File: src/rtl/uart_tx_fifo_param_pkg.sv
// rtl/uart_tx_fifo_param_pkg.sv - shared constants, FSM encoding and parity helper for the UART TX
//
// Purpose : Parity-mode constants, TX FSM state encoding and a parity helper. Kept in a
//           package so a future RX block can share exactly the same definitions.
// Ports   : none (package)

package uart_tx_fifo_param_pkg;

  // Parity mode selector values for the PARITY parameter.
  localparam int PARITY_NONE = 0;
  localparam int PARITY_EVEN = 1;
  localparam int PARITY_ODD  = 2;

  // Widest data word any UART block in this family supports.
  localparam int MAX_DATA_BITS = 9;

  // TX FSM states.
  typedef enum logic [2:0] {
    ST_IDLE  = 3'd0,
    ST_START = 3'd1,
    ST_DATA  = 3'd2,
    ST_PAR   = 3'd3,
    ST_STOP  = 3'd4
  } tx_state_t;

  // Parity bit to put on the line for a word. The caller zero-extends narrower words,
  // which leaves the XOR reduction unchanged.
  function automatic logic parity_bit(input logic [MAX_DATA_BITS-1:0] i_word,
                                      input int                       i_mode);
    logic w_xor;
    w_xor = ^i_word;
    return (i_mode == PARITY_ODD) ? ~w_xor : w_xor;
  endfunction

endpackage

File: src/rtl/uart_tx_fifo.sv
// rtl/uart_tx_fifo.sv - small synchronous FIFO feeding the UART transmitter
//
// Purpose : Power-of-two deep, first-word-fall-through FIFO. A pop and a write in the same
//           cycle are allowed even when full, because the pop frees the slot the write uses.
// Ports   : i_clk    in  1      clock, rising edge
//           i_rst_n  in  1      asynchronous active-low reset, empties the FIFO
//           i_write  in  1      write strobe (ignored when full and not popping)
//           i_data   in  WIDTH  word to store
//           i_pop    in  1      remove the head word (ignored when empty)
//           o_q      out WIDTH  head word, valid while o_empty is low
//           o_empty  out 1      no words stored
//           o_full   out 1      DEPTH words stored

module uart_tx_fifo #(
  parameter int WIDTH = 8,
  parameter int DEPTH = 4
) (
  input  logic             i_clk,
  input  logic             i_rst_n,
  input  logic             i_write,
  input  logic [WIDTH-1:0] i_data,
  input  logic             i_pop,
  output logic [WIDTH-1:0] o_q,
  output logic             o_empty,
  output logic             o_full
);

  localparam int AW = $clog2(DEPTH);

  logic [WIDTH-1:0] r_mem [DEPTH];
  logic [AW-1:0]    r_wr_ptr;
  logic [AW-1:0]    r_rd_ptr;
  logic [AW:0]      r_count;

  logic w_do_write;
  logic w_do_pop;

  assign o_empty    = (r_count == '0);
  assign o_full     = (r_count == (AW+1)'(DEPTH));
  assign w_do_pop   = i_pop & ~o_empty;
  // A write while full only lands if the head leaves in the same cycle.
  assign w_do_write = i_write & (~o_full | w_do_pop);
  assign o_q        = r_mem[r_rd_ptr];

  // Storage is not reset: contents are meaningless while r_count is zero.
  always_ff @(posedge i_clk) begin
    if (w_do_write) begin
      r_mem[r_wr_ptr] <= i_data;
    end
  end

  // Pointers wrap naturally because DEPTH is a power of two.
  always_ff @(posedge i_clk or negedge i_rst_n) begin
    if (!i_rst_n) begin
      r_wr_ptr <= '0;
      r_rd_ptr <= '0;
      r_count  <= '0;
    end else begin
      if (w_do_write) begin
        r_wr_ptr <= r_wr_ptr + 1'b1;
      end
      if (w_do_pop) begin
        r_rd_ptr <= r_rd_ptr + 1'b1;
      end
      case ({w_do_write, w_do_pop})
        2'b10:   r_count <= r_count + 1'b1;
        2'b01:   r_count <= r_count - 1'b1;
        default: r_count <= r_count;
      endcase
    end
  end

endmodule

File: src/rtl/uart_tx_fifo_param.sv
// rtl/uart_tx_fifo_param.sv - parametrised UART transmitter with baud divider and write FIFO
//
// Purpose : Serialises words from a small FIFO as UART frames: start bit, DATA_BITS data bits
//           LSB first, optional parity bit, STOP_BITS stop bits. Bit time is CLKS_PER_BIT
//           system clocks. Back-to-back frames are sent with no idle gap between them.
// Ports   : i_clk     in  1          system clock, rising edge
//           i_rst_n   in  1          asynchronous active-low reset; aborts any frame in flight
//           i_write   in  1          write strobe, accepted when o_full is low
//           i_data    in  DATA_BITS  word to send, sampled on the accepting edge
//           o_full    out 1          a write in this cycle would be dropped
//           o_busy    out 1          FIFO non-empty or a frame is in progress
//           o_uart_tx out 1          serial line, idle high, driven from a register

module uart_tx_fifo_param
  import uart_tx_fifo_param_pkg::*;
#(
  parameter int DATA_BITS    = 8,
  parameter int CLKS_PER_BIT = 16,
  parameter int PARITY       = 0,
  parameter int STOP_BITS    = 1,
  parameter int FIFO_DEPTH   = 4
) (
  input  logic                 i_clk,
  input  logic                 i_rst_n,
  input  logic                 i_write,
  input  logic [DATA_BITS-1:0] i_data,
  output logic                 o_full,
  output logic                 o_busy,
  output logic                 o_uart_tx
);

  // Illegal parameter sets are rejected at elaboration rather than handled in logic.
  generate
    if (DATA_BITS < 5 || DATA_BITS > MAX_DATA_BITS) begin : g_bad_data_bits
      $error("uart_tx_fifo_param: DATA_BITS must be 5..9");
    end
    if (CLKS_PER_BIT < 2) begin : g_bad_clks_per_bit
      $error("uart_tx_fifo_param: CLKS_PER_BIT must be >= 2");
    end
    if (PARITY < PARITY_NONE || PARITY > PARITY_ODD) begin : g_bad_parity
      $error("uart_tx_fifo_param: PARITY must be 0, 1 or 2");
    end
    if (STOP_BITS < 1 || STOP_BITS > 2) begin : g_bad_stop_bits
      $error("uart_tx_fifo_param: STOP_BITS must be 1 or 2");
    end
    if (FIFO_DEPTH < 2 || (FIFO_DEPTH & (FIFO_DEPTH - 1)) != 0) begin : g_bad_fifo_depth
      $error("uart_tx_fifo_param: FIFO_DEPTH must be a power of two >= 2");
    end
  endgenerate

  localparam int DIV_W = $clog2(CLKS_PER_BIT);
  // Bit counter serves both the data bits and the stop bits.
  localparam int CNT_W = $clog2(DATA_BITS + 1);

  tx_state_t            r_state;
  tx_state_t            w_next_state;
  logic [DIV_W-1:0]     r_div;
  logic [CNT_W-1:0]     r_bit_cnt;
  logic [DATA_BITS-1:0] r_shift;
  logic                 r_par;
  logic                 r_tx;
  logic                 w_tx_next;

  logic                 w_tick;
  logic                 w_last_data;
  logic                 w_last_stop;
  logic                 w_pop;
  logic                 w_state_change;

  logic [DATA_BITS-1:0] w_fifo_q;
  logic                 w_fifo_empty;
  logic                 w_fifo_full;

  uart_tx_fifo #(
    .WIDTH (DATA_BITS),
    .DEPTH (FIFO_DEPTH)
  ) u_fifo (
    .i_clk   (i_clk),
    .i_rst_n (i_rst_n),
    .i_write (i_write),
    .i_data  (i_data),
    .i_pop   (w_pop),
    .o_q     (w_fifo_q),
    .o_empty (w_fifo_empty),
    .o_full  (w_fifo_full)
  );

  assign w_tick         = (r_div == DIV_W'(CLKS_PER_BIT - 1));
  assign w_last_data    = (r_bit_cnt == CNT_W'(DATA_BITS - 1));
  assign w_last_stop    = (r_bit_cnt == CNT_W'(STOP_BITS - 1));
  assign w_state_change = (w_next_state != r_state);

  // A pop this cycle frees a slot, so the producer is not told the FIFO is full.
  assign o_full    = w_fifo_full & ~w_pop;
  assign o_busy    = (r_state != ST_IDLE) | ~w_fifo_empty;
  assign o_uart_tx = r_tx;

  // FSM: state register.
  always_ff @(posedge i_clk or negedge i_rst_n) begin
    if (!i_rst_n) begin
      r_state <= ST_IDLE;
    end else begin
      r_state <= w_next_state;
    end
  end

  // FSM: next-state logic.
  always_comb begin
    w_next_state = r_state;
    case (r_state)
      ST_IDLE: begin
        if (w_pop) begin
          w_next_state = ST_START;
        end
      end
      ST_START: begin
        if (w_tick) begin
          w_next_state = ST_DATA;
        end
      end
      ST_DATA: begin
        if (w_tick && w_last_data) begin
          w_next_state = (PARITY != PARITY_NONE) ? ST_PAR : ST_STOP;
        end
      end
      ST_PAR: begin
        if (w_tick) begin
          w_next_state = ST_STOP;
        end
      end
      ST_STOP: begin
        // Chain straight into the next start bit when more data is waiting.
        if (w_tick && w_last_stop) begin
          w_next_state = w_pop ? ST_START : ST_IDLE;
        end
      end
      default: begin
        w_next_state = ST_IDLE;
      end
    endcase
  end

  // FSM: outputs (FIFO pop and the next line level).
  always_comb begin
    w_pop     = 1'b0;
    w_tx_next = 1'b1;
    case (r_state)
      ST_IDLE: begin
        w_pop = ~w_fifo_empty;
      end
      ST_START: begin
        w_tx_next = 1'b0;
      end
      ST_DATA: begin
        w_tx_next = r_shift[0];
      end
      ST_PAR: begin
        w_tx_next = r_par;
      end
      ST_STOP: begin
        w_pop = w_tick & w_last_stop & ~w_fifo_empty;
      end
      default: begin
        w_pop     = 1'b0;
        w_tx_next = 1'b1;
      end
    endcase
  end

  // Datapath: divider, bit counter, shifter, parity and the registered line.
  // The line register lags the state by one clock, which keeps it glitch-free and gives
  // every bit exactly CLKS_PER_BIT cycles on the pin.
  always_ff @(posedge i_clk or negedge i_rst_n) begin
    if (!i_rst_n) begin
      r_div     <= '0;
      r_bit_cnt <= '0;
      r_shift   <= '0;
      r_par     <= 1'b0;
      r_tx      <= 1'b1;
    end else begin
      r_tx <= w_tx_next;

      // Divider restarts on every state entry and rests at zero while idle.
      if (w_state_change || w_tick || r_state == ST_IDLE) begin
        r_div <= '0;
      end else begin
        r_div <= r_div + 1'b1;
      end

      if (w_state_change) begin
        r_bit_cnt <= '0;
      end else if (w_tick && (r_state == ST_DATA || r_state == ST_STOP)) begin
        r_bit_cnt <= r_bit_cnt + 1'b1;
      end

      if (w_pop) begin
        r_shift <= w_fifo_q;
        r_par   <= parity_bit(MAX_DATA_BITS'(w_fifo_q), PARITY);
      end else if (w_tick && r_state == ST_DATA) begin
        r_shift <= {1'b0, r_shift[DATA_BITS-1:1]};
      end
    end
  end

endmodule
File: config.mk
export PLATFORM = sky130hd
export DESIGN_NAME = uart_tx_fifo_param
export DESIGN_NICKNAME = d
export VERILOG_FILES = /design/src/rtl/uart_tx_fifo_param_pkg.sv /design/src/rtl/uart_tx_fifo.sv /design/src/rtl/uart_tx_fifo_param.sv
export SDC_FILE = /design/constraint.sdc
export NUM_CORES = 1
export LEC_CHECK = 0
export CAP_MARGIN = 40
export CORE_MARGIN = 3
export CORE_UTILIZATION = 35
export CTS_CLUSTER_SIZE = 25
export DETAILED_ROUTE_END_ITERATION = 10
export PLACE_DENSITY = 0.54
export SLEW_MARGIN = 20
export SYNTH_ARGS = -nofsm -noshare
export SYNTH_HDL_FRONTEND = slang
export SYNTH_SLANG_ARGS = --single-unit
File: constraint.sdc
create_clock -name i_clk -period 4.2 [get_ports i_clk]
set_input_delay 0.42 -clock i_clk [delete_from_list [all_inputs] [get_ports i_clk]]
set_output_delay 0.42 -clock i_clk [all_outputs]
set_load 0.01 [all_outputs]
==> impl_metrics.py <==
metrics = {
    "cts": {
        "ctsResizeCount": 0,
        "cts_tree": "yes",
        "cts.sinks": 60,
        "clockBufferDepth": 2,
        "clkTransAtPathRegs_ns": 0.07,
        "htree_levels": 3,
        "insertion_delay_ns": 0.33,
        "cts-root-buf": "clkbuf_8",
        "post_cts_buffers": 0,
        "hold_buffers": 0,
        "cts_made_buffers": 9,
    },
    "global_routing": {
        "grt_use_met3_pct": 4.57,
        "grt_max_degree": 29,
        "grt_overflow_total": 0,
        "busiest_layer": "met2",
        "antenna_found_initial": 0,
        "grt_pass1_vias": 1508,
        "use_met1_pct": 14.0,
        "grt_pass1_wl_um": 7410,
        "gr-usage-met2_pct": 17.2,
        "grt_use_total_pct": 11.2,
    },
    "hold_path": {
        "holdCritPathClass": "in -> async",
    },
    "cells_and_area": {
        "diodes": 0,
        "final_util_pct": 42.3,
        "syn_to_final_growth_pct": 14.8,
        "fin_nets": 230,
        "drive_above_1_share_pct": 16.3,
        "final_area_sq_mm": 0.00312,
    },
    "synthesis": {
        "yosys_warnings": 0,
        "ys_seq_elements": 60,
        "netlist-cell-type-count": 41,
        "synth_edf_count": 32,
        "yosysMostFrequentCell": "edfxtp_1",
        "yosysTopAreaCell": "edfxtp_1",
        "ys.flop_type": "edfxtp_1",
        "yosys-top-cells-count": "edfxtp_1 (32), dfrtp_1 (27), nor2_1 (16)",
        "synth_area_leaders": "edfxtp_1 (35%), dfrtp_1 (25%), mux4_2 (6.6%)",
        "netlist_area_sq_mm": 0.00271,
        "ys_seq_area_share_pct": 61.3,
        "synthArstFlopShare_pct": 46.7,
        "syn_inst": 191,
        "syn_area_per_cell_sq_um": 14.2,
        "synth_top_area_share_pct": 35.4,
        "syn_nets": 211,
    },
    "power_and_ir_drop": {
        "power_density_mw_per_mm2": 685,
        "p_leak_uw": 0.00115,
        "p_total_uw": 2130,
        "max-vdd-ir-drop_mv": 0.307,
    },
    "setup_path": {
        "cp_max_fo": 18,
        "path_common_cell": "and3_1",
        "cpPeakStageDelay_ns": 0.53,
        "crit_arrival_ns": 2.47,
        "required_ns": 3.78,
        "crit_slowest_cell": "clkdlybuf4s50_1",
        "cp_num_buf_inv": 1,
        "worstSetupPathType": "reg -> out",
        "critPathTopFamily": "simple AND/OR/NAND/NOR gates",
        "cp-end-kind": "output pin",
        "start_kind": "flip-flop",
        "crit_chain": "ha_1 > and3_1 > a31o_2 > nand2_4 > and3_1 > clkdlybuf4s50_1",
    },
    "timing": {
        "hold_violations": 0,
        "fin_setup_tns_ns": 0,
        "period_share_pct": 68.8,
        "grt_setup_unrepaired": "no",
        "period_minus_slack_ns": 2.89,
        "timing.fmax_mhz": 346,
        "tightest_slew_ns": 0.613,
        "finClkSkew_ns": 0.00821,
        "maxSlewViolCount": 0,
        "setup_violations": 0,
        "slew_headroom_pct": 58.8,
    },
    "detailed_routing": {
        "dr.pass1.iters": 4,
        "viasPerCell": 4.63,
        "vias": 1453,
        "totalWireLength_um": 4150,
        "drt-wirelength-per-cell_um": 13.2,
        "drtAntennaViolNets": 0,
        "drc_errors": 0,
        "drtIter0Drc": 48,
    },
    "floorplanning": {
        "row_count": 31,
        "ios": 14,
        "placeableCoreArea_sq_mm": 0.00737,
        "die-height_um": 94.1,
        "initial_core_util_pct": 36.8,
        "die_w_um": 94.1,
        "dieArea_sq_mm": 0.00885,
    },
    "placed_design": {
        "place_congestion": 0.689,
        "dpl.hpwl_um": 2880,
        "io_buffers": 13,
        "dpl_cell_area_sq_mm": 0.00293,
    },
    "run": {
        "drv_cap": 0,
    },
    "run_status": {
        "outcome": "completed",
    },
}
-- cell families (layout without fill, tap and decap cells) --
family / after synthesis / count (layout) / synth area share (%)
muxes: 16 / 16 / 9.64
DFF: 60 / 60 / 61.3
AOI/OAI and AO/OA: 22 / 22 / 5.86
buffers and inverters: 17 / 41 / 3.37
adders and majority gates: 9 / 9 / 4.43
and+or+nand+nor: 48 / 48 / 9.31
xor gates and xnor gates: 19 / 19 / 6.13
-- per-stage QoR --
step                cells  worst slack [ns]  hold slack [ns]
floorplan             191              1.69            0.124
global placement      298              1.53            0.456
detailed placement    298              1.47            0.472
CTS                   314              1.26            0.477
global route          314              1.17            0.492
finish                314              1.31            0.469
-- cell type report --
cell class | instances | area [sq um]
flip-flops and latches | 60 | 1660
clock buffers | 10 | 128
well taps | 99 | 124
inverters | 11 | 41.3
fillers | 707 | 4250
clock inverters | 6 | 63.8
repair buffers | 14 | 138
multi-input cells | 114 | 960
-- registers in the layout, summed over array words and instances (netlist names) --
| signal | count |
|---|---|
| u_fifo.r_mem | 32 |
| r_shift | 8 |
| r_bit_cnt | 4 |
| r_div | 4 |
| r_state | 3 |
| u_fifo.r_count | 3 |
| u_fifo.r_rd_ptr | 2 |
| u_fifo.r_wr_ptr | 2 |
| o_uart_tx | 1 |
| r_par | 1 |
-- worst register-to-register path: stages, from the launching register on --
cell and delay [ns]:
dfrtp_1 0.40, ha_1 0.24, and3_1 0.28, a31o_2 0.31
nand2_4 0.19, a31oi_4 0.15, inv_1 0.08, ha_1 0.17
inv_1 0.06, fa_1 0.37, xor2_1 0.15, nor2_1 0.11
xor2_1 0.15
-- path summary, 6_finish.rpt --
| path | start | to | slack, ns | cells past startpoint |
|---|---|---|---|---|
| setup reg to reg | r_div[0] | u_fifo.r_count[2] | 1.47 | 12 |
| setup / recovery | r_div[0] | o_full | 1.31 | 6 |
| hold / removal | i_rst_n | r_bit_cnt[0] | 0.47 | 2 |
| hold reg to reg | r_div[0] | r_div[0] | 0.48 | 1 |
| min in group i_clk | r_div[0] | r_div[0] | 0.48 | 1 |
| max in group asynchronous | i_rst_n | o_uart_tx | 3.41 | 2 |
-- layer usage --
layer / vias to the layer above / wire length, um
met3: 4 / 139
met5: - / 0
met4: 0 / 53
met2: 20 / 2010
met1: 703 / 1950
li1: 726 / -
-- cells in the final DEF, fill, tap and decap left out, types with 2 or more instances in the layout --
cell	synthesis	routed
edfxtp_1	32	32
dfrtp_1	27	27
nor2_1	16	16
xnor2_1	14	14
clkdlybuf4s50_1	0	13
inv_1	10	10
nand2_1	9	9
clkbuf_8	1	9
mux4_2	8	8
ha_1	8	8
a21oi_1	7	7
mux2i_1	7	7
nor3_1	5	5
xor2_1	5	5
o21ai_0	4	4
and2_1	4	4
and3_1	2	2
a31o_2	2	2
nor3b_1	2	2
nand3_1	2	2
a31oi_1	2	2
nor4_1	2	2
clkinv_2	0	2
clkinvlp_4	0	2
-- power by group --
part	internal, uW	switching (uW)
combinational	361	328
clock	274	223
sequential	805	143
Power figures use the tool's default switching activity.
